===== config.mk =====
export PLATFORM = sky130hd
export DESIGN_NAME = fifo_rd_pack32_flat
export DESIGN_NICKNAME = d
export VERILOG_FILES = /design/src/rtl/fifo_rd_pack32_pkg.sv /design/src/rtl/fifo_rd_pack32_if.sv /design/src/rtl/fifo_rd_lat_pipe.sv /design/src/rtl/fifo_rd_pack32.sv /design/src/flat_wrapper.sv
export SDC_FILE = /design/constraint.sdc
export NUM_CORES = 1
export LEC_CHECK = 0
export ABC_AREA = 1
export CORE_UTILIZATION = 40
export DETAILED_ROUTE_END_ITERATION = 16
export PLACE_DENSITY = 0.65
export SYNTH_ARGS = -nofsm -noshare
export SYNTH_HDL_FRONTEND = slang
export SYNTH_SLANG_ARGS = --single-unit

===== constraint.sdc =====
create_clock -name rd_clk -period 2.1 [get_ports rd_clk]
set_input_delay 0.525 -clock rd_clk [delete_from_list [all_inputs] [get_ports rd_clk]]
set_output_delay 0.525 -clock rd_clk [all_outputs]
set_load 0.02 [all_outputs]

===== src/rtl/fifo_rd_pack32_pkg.sv =====
// Shared constants and lane-placement helper for the narrow-to-wide FIFO read packer.
package fifo_rd_pack32_pkg;

  localparam int unsigned DEF_IN_WIDTH = 8;
  localparam int unsigned DEF_RATIO    = 4;
  localparam int unsigned WORD_W       = DEF_IN_WIDTH * DEF_RATIO;

  // Byte number idx (0 = first read) maps to this lane of the packed word.
  function automatic int unsigned lane_idx(int unsigned idx, int unsigned ratio, bit msb_first);
    return msb_first ? (ratio - 1 - idx) : idx;
  endfunction

endpackage


===== src/rtl/fifo_rd_pack32_if.sv =====
// FIFO read port plus packed-word valid/ready stream, seen from the packer (master) side.
interface fifo_rd_pack32_if
  import fifo_rd_pack32_pkg::*;
#(
  parameter int unsigned IN_WIDTH = DEF_IN_WIDTH,
  parameter int unsigned RATIO    = DEF_RATIO
);

  logic                         fifo_rd_en;
  logic                         fifo_rd_empty;
  logic [IN_WIDTH-1:0]          fifo_rd_data;
  logic [IN_WIDTH*RATIO-1:0]    m_data;
  logic                         m_valid;
  logic                         m_ready;
  logic [15:0]                  word_cnt;

  modport master (
    output fifo_rd_en,
    input  fifo_rd_empty,
    input  fifo_rd_data,
    output m_data,
    output m_valid,
    input  m_ready,
    output word_cnt
  );

  modport slave (
    input  fifo_rd_en,
    output fifo_rd_empty,
    output fifo_rd_data,
    input  m_data,
    input  m_valid,
    output m_ready,
    input  word_cnt
  );

endinterface


===== src/rtl/fifo_rd_lat_pipe.sv =====
// Tracks reads in flight through a fixed-latency FIFO read path.
module fifo_rd_lat_pipe #(
  parameter int unsigned LATENCY = 1,
  parameter int unsigned CNT_W   = $clog2(LATENCY + 1)
) (
  input  logic             clk,
  input  logic             rst_n,
  input  logic             issue,
  output logic             land,
  output logic [CNT_W-1:0] inflight
);

  logic [LATENCY-1:0] pipe_q;

  always_ff @(posedge clk) begin
    if (!rst_n) begin
      pipe_q <= '0;
    end else begin
      pipe_q[0] <= issue;
      for (int i = 1; i < LATENCY; i++) begin
        pipe_q[i] <= pipe_q[i-1];
      end
    end
  end

  assign land = pipe_q[LATENCY-1];

  always_comb begin
    inflight = '0;
    for (int i = 0; i < LATENCY; i++) begin
      inflight = inflight + CNT_W'(pipe_q[i]);
    end
  end

endmodule


===== src/rtl/fifo_rd_pack32.sv =====
// Drains bytes from a narrow FIFO read port and re-packs RATIO of them into one wide
// word on a valid/ready stream, never issuing more reads than assembly can absorb.
module fifo_rd_pack32
  import fifo_rd_pack32_pkg::*;
#(
  parameter int unsigned IN_WIDTH   = DEF_IN_WIDTH,
  parameter int unsigned RATIO      = DEF_RATIO,
  parameter int unsigned RD_LATENCY = 1,
  parameter bit          MSB_FIRST  = 1'b0
) (
  input logic              rd_clk,
  input logic              rd_rst_n,
  fifo_rd_pack32_if.master bus
);

  localparam int unsigned WordW = IN_WIDTH * RATIO;
  localparam int unsigned CntW  = $clog2(RATIO + 1);
  localparam int unsigned InfW  = $clog2(RD_LATENCY + 1);
  localparam logic [CntW-1:0] RatioC = CntW'(RATIO);

  logic [CntW-1:0]  cnt_q, cnt_d;
  logic [WordW-1:0] asm_q, asm_d, out_word;
  logic [WordW-1:0] m_data_q;
  logic             m_valid_q;
  logic [15:0]      word_cnt_q;
  logic             land, complete, xfer, rd_en;
  logic [InfW-1:0]  inflight;
  int unsigned      commit, wr_pos;

  fifo_rd_lat_pipe #(
    .LATENCY (RD_LATENCY),
    .CNT_W   (InfW)
  ) u_lat_pipe (
    .clk      (rd_clk),
    .rst_n    (rd_rst_n),
    .issue    (rd_en),
    .land     (land),
    .inflight (inflight)
  );

  always_comb begin
    complete = (cnt_q == RatioC) || (land && (cnt_q == RatioC - CntW'(1)));
    xfer     = complete && (!m_valid_q || bus.m_ready);
    // Bytes committed after this cycle's transfer; a new read must still fit.
    commit   = 32'(cnt_q) + 32'(inflight) - (xfer ? RATIO : 32'd0);
    rd_en    = rd_rst_n && !bus.fifo_rd_empty && (commit < RATIO);

    wr_pos = (cnt_q == RatioC) ? 32'd0 : 32'(cnt_q);
    asm_d  = asm_q;
    if (land) begin
      asm_d[lane_idx(wr_pos, RATIO, MSB_FIRST) * IN_WIDTH +: IN_WIDTH] = bus.fifo_rd_data;
    end
    // A byte landing while already full belongs to the next word, not this one.
    out_word = (cnt_q == RatioC) ? asm_q : asm_d;

    if (xfer) begin
      cnt_d = (cnt_q == RatioC && land) ? CntW'(1) : '0;
    end else begin
      cnt_d = cnt_q + CntW'(land);
    end
  end

  always_ff @(posedge rd_clk) begin
    if (!rd_rst_n) begin
      cnt_q      <= '0;
      asm_q      <= '0;
      m_data_q   <= '0;
      m_valid_q  <= 1'b0;
      word_cnt_q <= '0;
    end else begin
      cnt_q <= cnt_d;
      asm_q <= asm_d;
      if (xfer) begin
        m_valid_q <= 1'b1;
        m_data_q  <= out_word;
      end else if (bus.m_ready) begin
        m_valid_q <= 1'b0;
      end
      if (m_valid_q && bus.m_ready) begin
        word_cnt_q <= word_cnt_q + 16'd1;
      end
    end
  end

  assign bus.fifo_rd_en = rd_en;
  assign bus.m_data     = m_data_q;
  assign bus.m_valid    = m_valid_q;
  assign bus.word_cnt   = word_cnt_q;

endmodule


===== src/flat_wrapper.sv =====
// flat-port wrapper written by rule: the top's interface ports become plain ports
module fifo_rd_pack32_flat import fifo_rd_pack32_pkg::*;
#(
  parameter int unsigned IN_WIDTH   = DEF_IN_WIDTH,
  parameter int unsigned RATIO      = DEF_RATIO,
  parameter int unsigned RD_LATENCY = 1,
  parameter bit          MSB_FIRST  = 1'b0
)
  (rd_clk, rd_rst_n, bus_fifo_rd_en, bus_fifo_rd_empty, bus_fifo_rd_data, bus_m_data, bus_m_valid, bus_m_ready, bus_word_cnt);
  fifo_rd_pack32_if #(.IN_WIDTH(IN_WIDTH), .RATIO(RATIO)) bus_i ();
  input logic rd_clk;
  input logic rd_rst_n;
  output wire logic [$bits(bus_i.fifo_rd_en)-1:0] bus_fifo_rd_en;
  input wire logic [$bits(bus_i.fifo_rd_empty)-1:0] bus_fifo_rd_empty;
  input wire logic [$bits(bus_i.fifo_rd_data)-1:0] bus_fifo_rd_data;
  output wire logic [$bits(bus_i.m_data)-1:0] bus_m_data;
  output wire logic [$bits(bus_i.m_valid)-1:0] bus_m_valid;
  input wire logic [$bits(bus_i.m_ready)-1:0] bus_m_ready;
  output wire logic [$bits(bus_i.word_cnt)-1:0] bus_word_cnt;
  assign bus_fifo_rd_en = bus_i.fifo_rd_en;
  assign bus_i.fifo_rd_empty = bus_fifo_rd_empty;
  assign bus_i.fifo_rd_data = bus_fifo_rd_data;
  assign bus_m_data = bus_i.m_data;
  assign bus_m_valid = bus_i.m_valid;
  assign bus_i.m_ready = bus_m_ready;
  assign bus_word_cnt = bus_i.word_cnt;
  fifo_rd_pack32 #(.IN_WIDTH(IN_WIDTH), .RATIO(RATIO), .RD_LATENCY(RD_LATENCY), .MSB_FIRST(MSB_FIRST)) u_core (.rd_clk(rd_clk), .rd_rst_n(rd_rst_n), .bus(bus_i));
endmodule

==> flow_summary.toml <==
[clock_tree]
clk_transition_reported_paths_ns = 0.09
insertion_delay_ns = 0.35
bufs_on_longest_clock_path = 2
cts-buffers-inserted = 9
cts-root-buf = "sky130_fd_sc_hd__clkbuf_8"
cts_sinks = 85
cts_max_level = 3
cts_tree = "done"

[placed_design]
portBuffers = 61
post_place_instance_area_mm2 = 0.00452
gpl.final_weighted_congestion = 0.792
dpl.hpwl_mm = 5.78
pre_cts_ws_ns = -1.06

[grt]
grt_start_max_net_pins = 45
grt_pass1_vias = 3124
global_route.overflow_total = 0
track_usage = 0.185
grt_pass1_wl_mm = 14.2
antenna_violations_before_repair = 0

[sta]
finalHoldViolations = 0
worst-slew-pin-transition_ns = 0.499
fin_crit_sh = 1.24
setup-tns-final_ns = -0.503
setup_viol = 1
relSlewSlack = 0.667
rsz0062_at_grt = "yes"
holdWs_ns = 0.450
fmax_mhz = 384
timing.final.max_slew_violations = 0
period_needed_ns = 2.60
worst_slack_ns = -0.503
finalClockSkew_ns = 0.0116

[routing]
wirelength_met1_mm = 3.93
via_count = 3319
detailedRoute.firstIterationViolations = 138
drtPass1Iterations = 4
postRouteAntennaNets = 0
postRouteWirelength_mm = 8.42
drt_drc_violations_left = 0
routed.top_layer = "met4"
wire_per_inst_um = 12.3
routed_met2_length_mm = 4.02
via_per_inst = 4.86
met3RoutedLength_um = 369

[critical_path]
worst_r2r_path_depth = 13
ordered_list_of_cells_on_the_worst_path = "ha_4, ha_4, xnor2_4, ha_4, ha_4, nand2_4, nor4_4, buf_4"
crit_path_start = "u_core.cnt_q[0]"
internal_reg_to_reg_setup_slack_ns = 0.10
cpMostUsedCell = "sky130_fd_sc_hd__ha_4"
regToRegEndpoint = "u_core.bus.m_data[7]"
crit_required_ns = 1.57
timing.critical_path.slowest_stage_cell = "sky130_fd_sc_hd__dfxtp_4"
cp_data_arrival_time_ns = 2.08
crit-reg2reg-launch = "u_core.cnt_q[0]"
critical_path.max_fanout = 3
cpPeakStageDelay_ns = 0.37
critPathCapture = "bus_fifo_rd_en"
worstSetupPathType = "reg2out"
endpoint_type_of_the_worst_setup_path = "output port"
critPathLaunchType = "flip-flop"

[layout]
utilization = 0.553
antenna-diode-count = 0
mostFrequentLayoutCell = "sky130_fd_sc_hd__nand2_1"
nets = 589
n_fill_cell = 813
syn2layout_area_growth_pct = 33.7
layout_common_cells = "sky130_fd_sc_hd__nand2_1, sky130_fd_sc_hd__dfxtp_1, sky130_fd_sc_hd__nor2_1"
final_design_area_no_fill_mm2 = 0.00484
layout-drive-gt1-share = 0.137

[yosys]
synthesis.yosys.warnings = 0
synth_fp_nets = 511
ys_types = 30
yosysSeqAreaShare = 0.470
synth_enable_flop_cells = 0
average_cell_area_after_synthesis_um2 = 7.36
synth-seq-cells = 85
syn_inst = 492
cell_area_synth_mm2 = 0.00362
dominant_synthesized_flop_cell = "sky130_fd_sc_hd__dfxtp_1"
async_set_or_reset_register_ratio_after_synthesis = 0

[floorplanning]
core_mm2 = 0.00876
chipWidth_um = 97.2
initial_core_utilization = 0.413
num_io_pins = 62
die_h_um = 97.2
die_area_mm2 = 0.00944
std_cell_rows = 34

[run]
maxCapViolCount = 0

[outcome]
run_status = "finished with violations"
violations = "setup timing"

[power_and_ir_drop]
leakagePower_nw = 1.97
power_per_cell_area_mw_per_mm2 = 644
ir_worst_vdd_mv = 0.297

[worst_hold_path]
hp-class = "reg2reg"
[sequential cells by signal (all words and copies together) (netlist names)]
| name | count |
|---|---|
| u_core.bus.word_cnt | 16 |
| u_core.bus.m_valid | 1 |
| u_core.asm_q | 32 |
| u_core.u_lat_pipe.land | 1 |
| u_core.cnt_q | 3 |
| u_core.bus.m_data | 32 |
[how the worst min path moves through the flow]
stage                     startpoint               endpoint  slack [ns]  cells past startpoint
3_5_place_dp   u_core.bus.m_data[10]  u_core.bus.m_data[10]        0.44                      2
6_report       u_core.bus.m_data[10]  u_core.bus.m_data[10]        0.45                      2
2_1_floorplan       u_core.asm_q[16]       u_core.asm_q[16]        0.46                      2
3_3_place_gp    u_core.bus.m_data[8]   u_core.bus.m_data[8]        0.43                      2
4_1_cts        u_core.bus.m_data[10]  u_core.bus.m_data[10]        0.45                      2
5_1_grt        u_core.bus.m_data[10]  u_core.bus.m_data[10]        0.47                      2
[Yosys cell counts, types with 2 or more instances]
cell / count / area share
sky130_fd_sc_hd__nand2_1: 146 / 0.15
sky130_fd_sc_hd__dfxtp_1: 85 / 0.47
sky130_fd_sc_hd__nor2_1: 69 / 0.071
sky130_fd_sc_hd__inv_1: 45 / 0.047
sky130_fd_sc_hd__nand3_1: 32 / 0.044
sky130_fd_sc_hd__o21ai_0: 22 / 0.030
sky130_fd_sc_hd__a21oi_1: 21 / 0.029
sky130_fd_sc_hd__clkbuf_1: 9 / 0.0093
sky130_fd_sc_hd__o21a_1: 8 / 0.017
sky130_fd_sc_hd__ha_1: 7 / 0.024
sky130_fd_sc_hd__o31ai_1: 7 / 0.015
sky130_fd_sc_hd__o21ai_1: 6 / 0.0083
sky130_fd_sc_hd__nor2_4: 5 / 0.016
sky130_fd_sc_hd__buf_6: 4 / 0.012
sky130_fd_sc_hd__buf_4: 3 / 0.0062
sky130_fd_sc_hd__inv_2: 3 / 0.0031
sky130_fd_sc_hd__nand4_1: 3 / 0.0052
sky130_fd_sc_hd__nand2_2: 2 / 0.0035
sky130_fd_sc_hd__nand2_4: 2 / 0.0062
sky130_fd_sc_hd__nor3_1: 2 / 0.0028
sky130_fd_sc_hd__nor4_1: 2 / 0.0035
[per-layer routing]
metal | vias to the layer above | track usage
met3 | 10 | 0.0482
li1 | 1713 | -
met5 | - | 0
met1 | 1529 | 0.236
met4 | 0 | 0.0482
met2 | 67 | 0.310
[kinds of logic (layout without fill, tap and decap cells)]
family	Yosys count	count (layout)	share of synthesized area
AOI/OAI and AO/OA	66	66	0.104
xor gates and xnor gates	1	1	0.00242
adders and majority gates	7	7	0.0242
buffers and inverters	66	149	0.0815
DFF	85	85	0.470
and+or+nand+nor	267	267	0.318
[through the flow]
step           power [mW]  cells
6_report             3.12    683
5_1_grt              3.26    683
4_1_cts              3.13    680
3_5_place_dp         1.88    664
3_3_place_gp         1.87    664
2_1_floorplan        1.80    492
[critical path, delay by kind of cell, from the launching register on]
kind / cells / cell delay [ns]
DFF: 1 / 0.37
buffers and inverters: 1 / 0.17
xor gates and xnor gates: 1 / 0.13
and+or+nand+nor: 2 / 0.28
adders and majority gates: 4 / 0.76
[report_power, final]
part	total, mW	internal [mW]	switching [mW]	leakage, nW
clock network	1.26	0.669	0.594	0.103
registers	1.64	1.63	0.0103	0.688
logic	0.221	0.0840	0.137	1.18
total	3.12	2.38	0.741	1.97
[timing repair]
| item | CTS | global route |
|---|---|---|
| setup endpoints to repair | 2 | 50 |
| hold buffers | 0 | 0 |
| gates resized for setup | 8 | 14 |
| buffers inserted | 0 | 3 |
| pin swaps | 4 | 5 |
[area by class of cell]
cell class	instances	area, um2	area share
multi-input cells	341	1770	0.365
flip-flops and latches	85	1710	0.354
repair buffers	84	821	0.169
inverters	49	194	0.0400
well taps	108	135	0.0279
clock buffers	10	128	0.0263
clock inverters	6	86.3	0.0178
(Power assumes the default switching activity.)
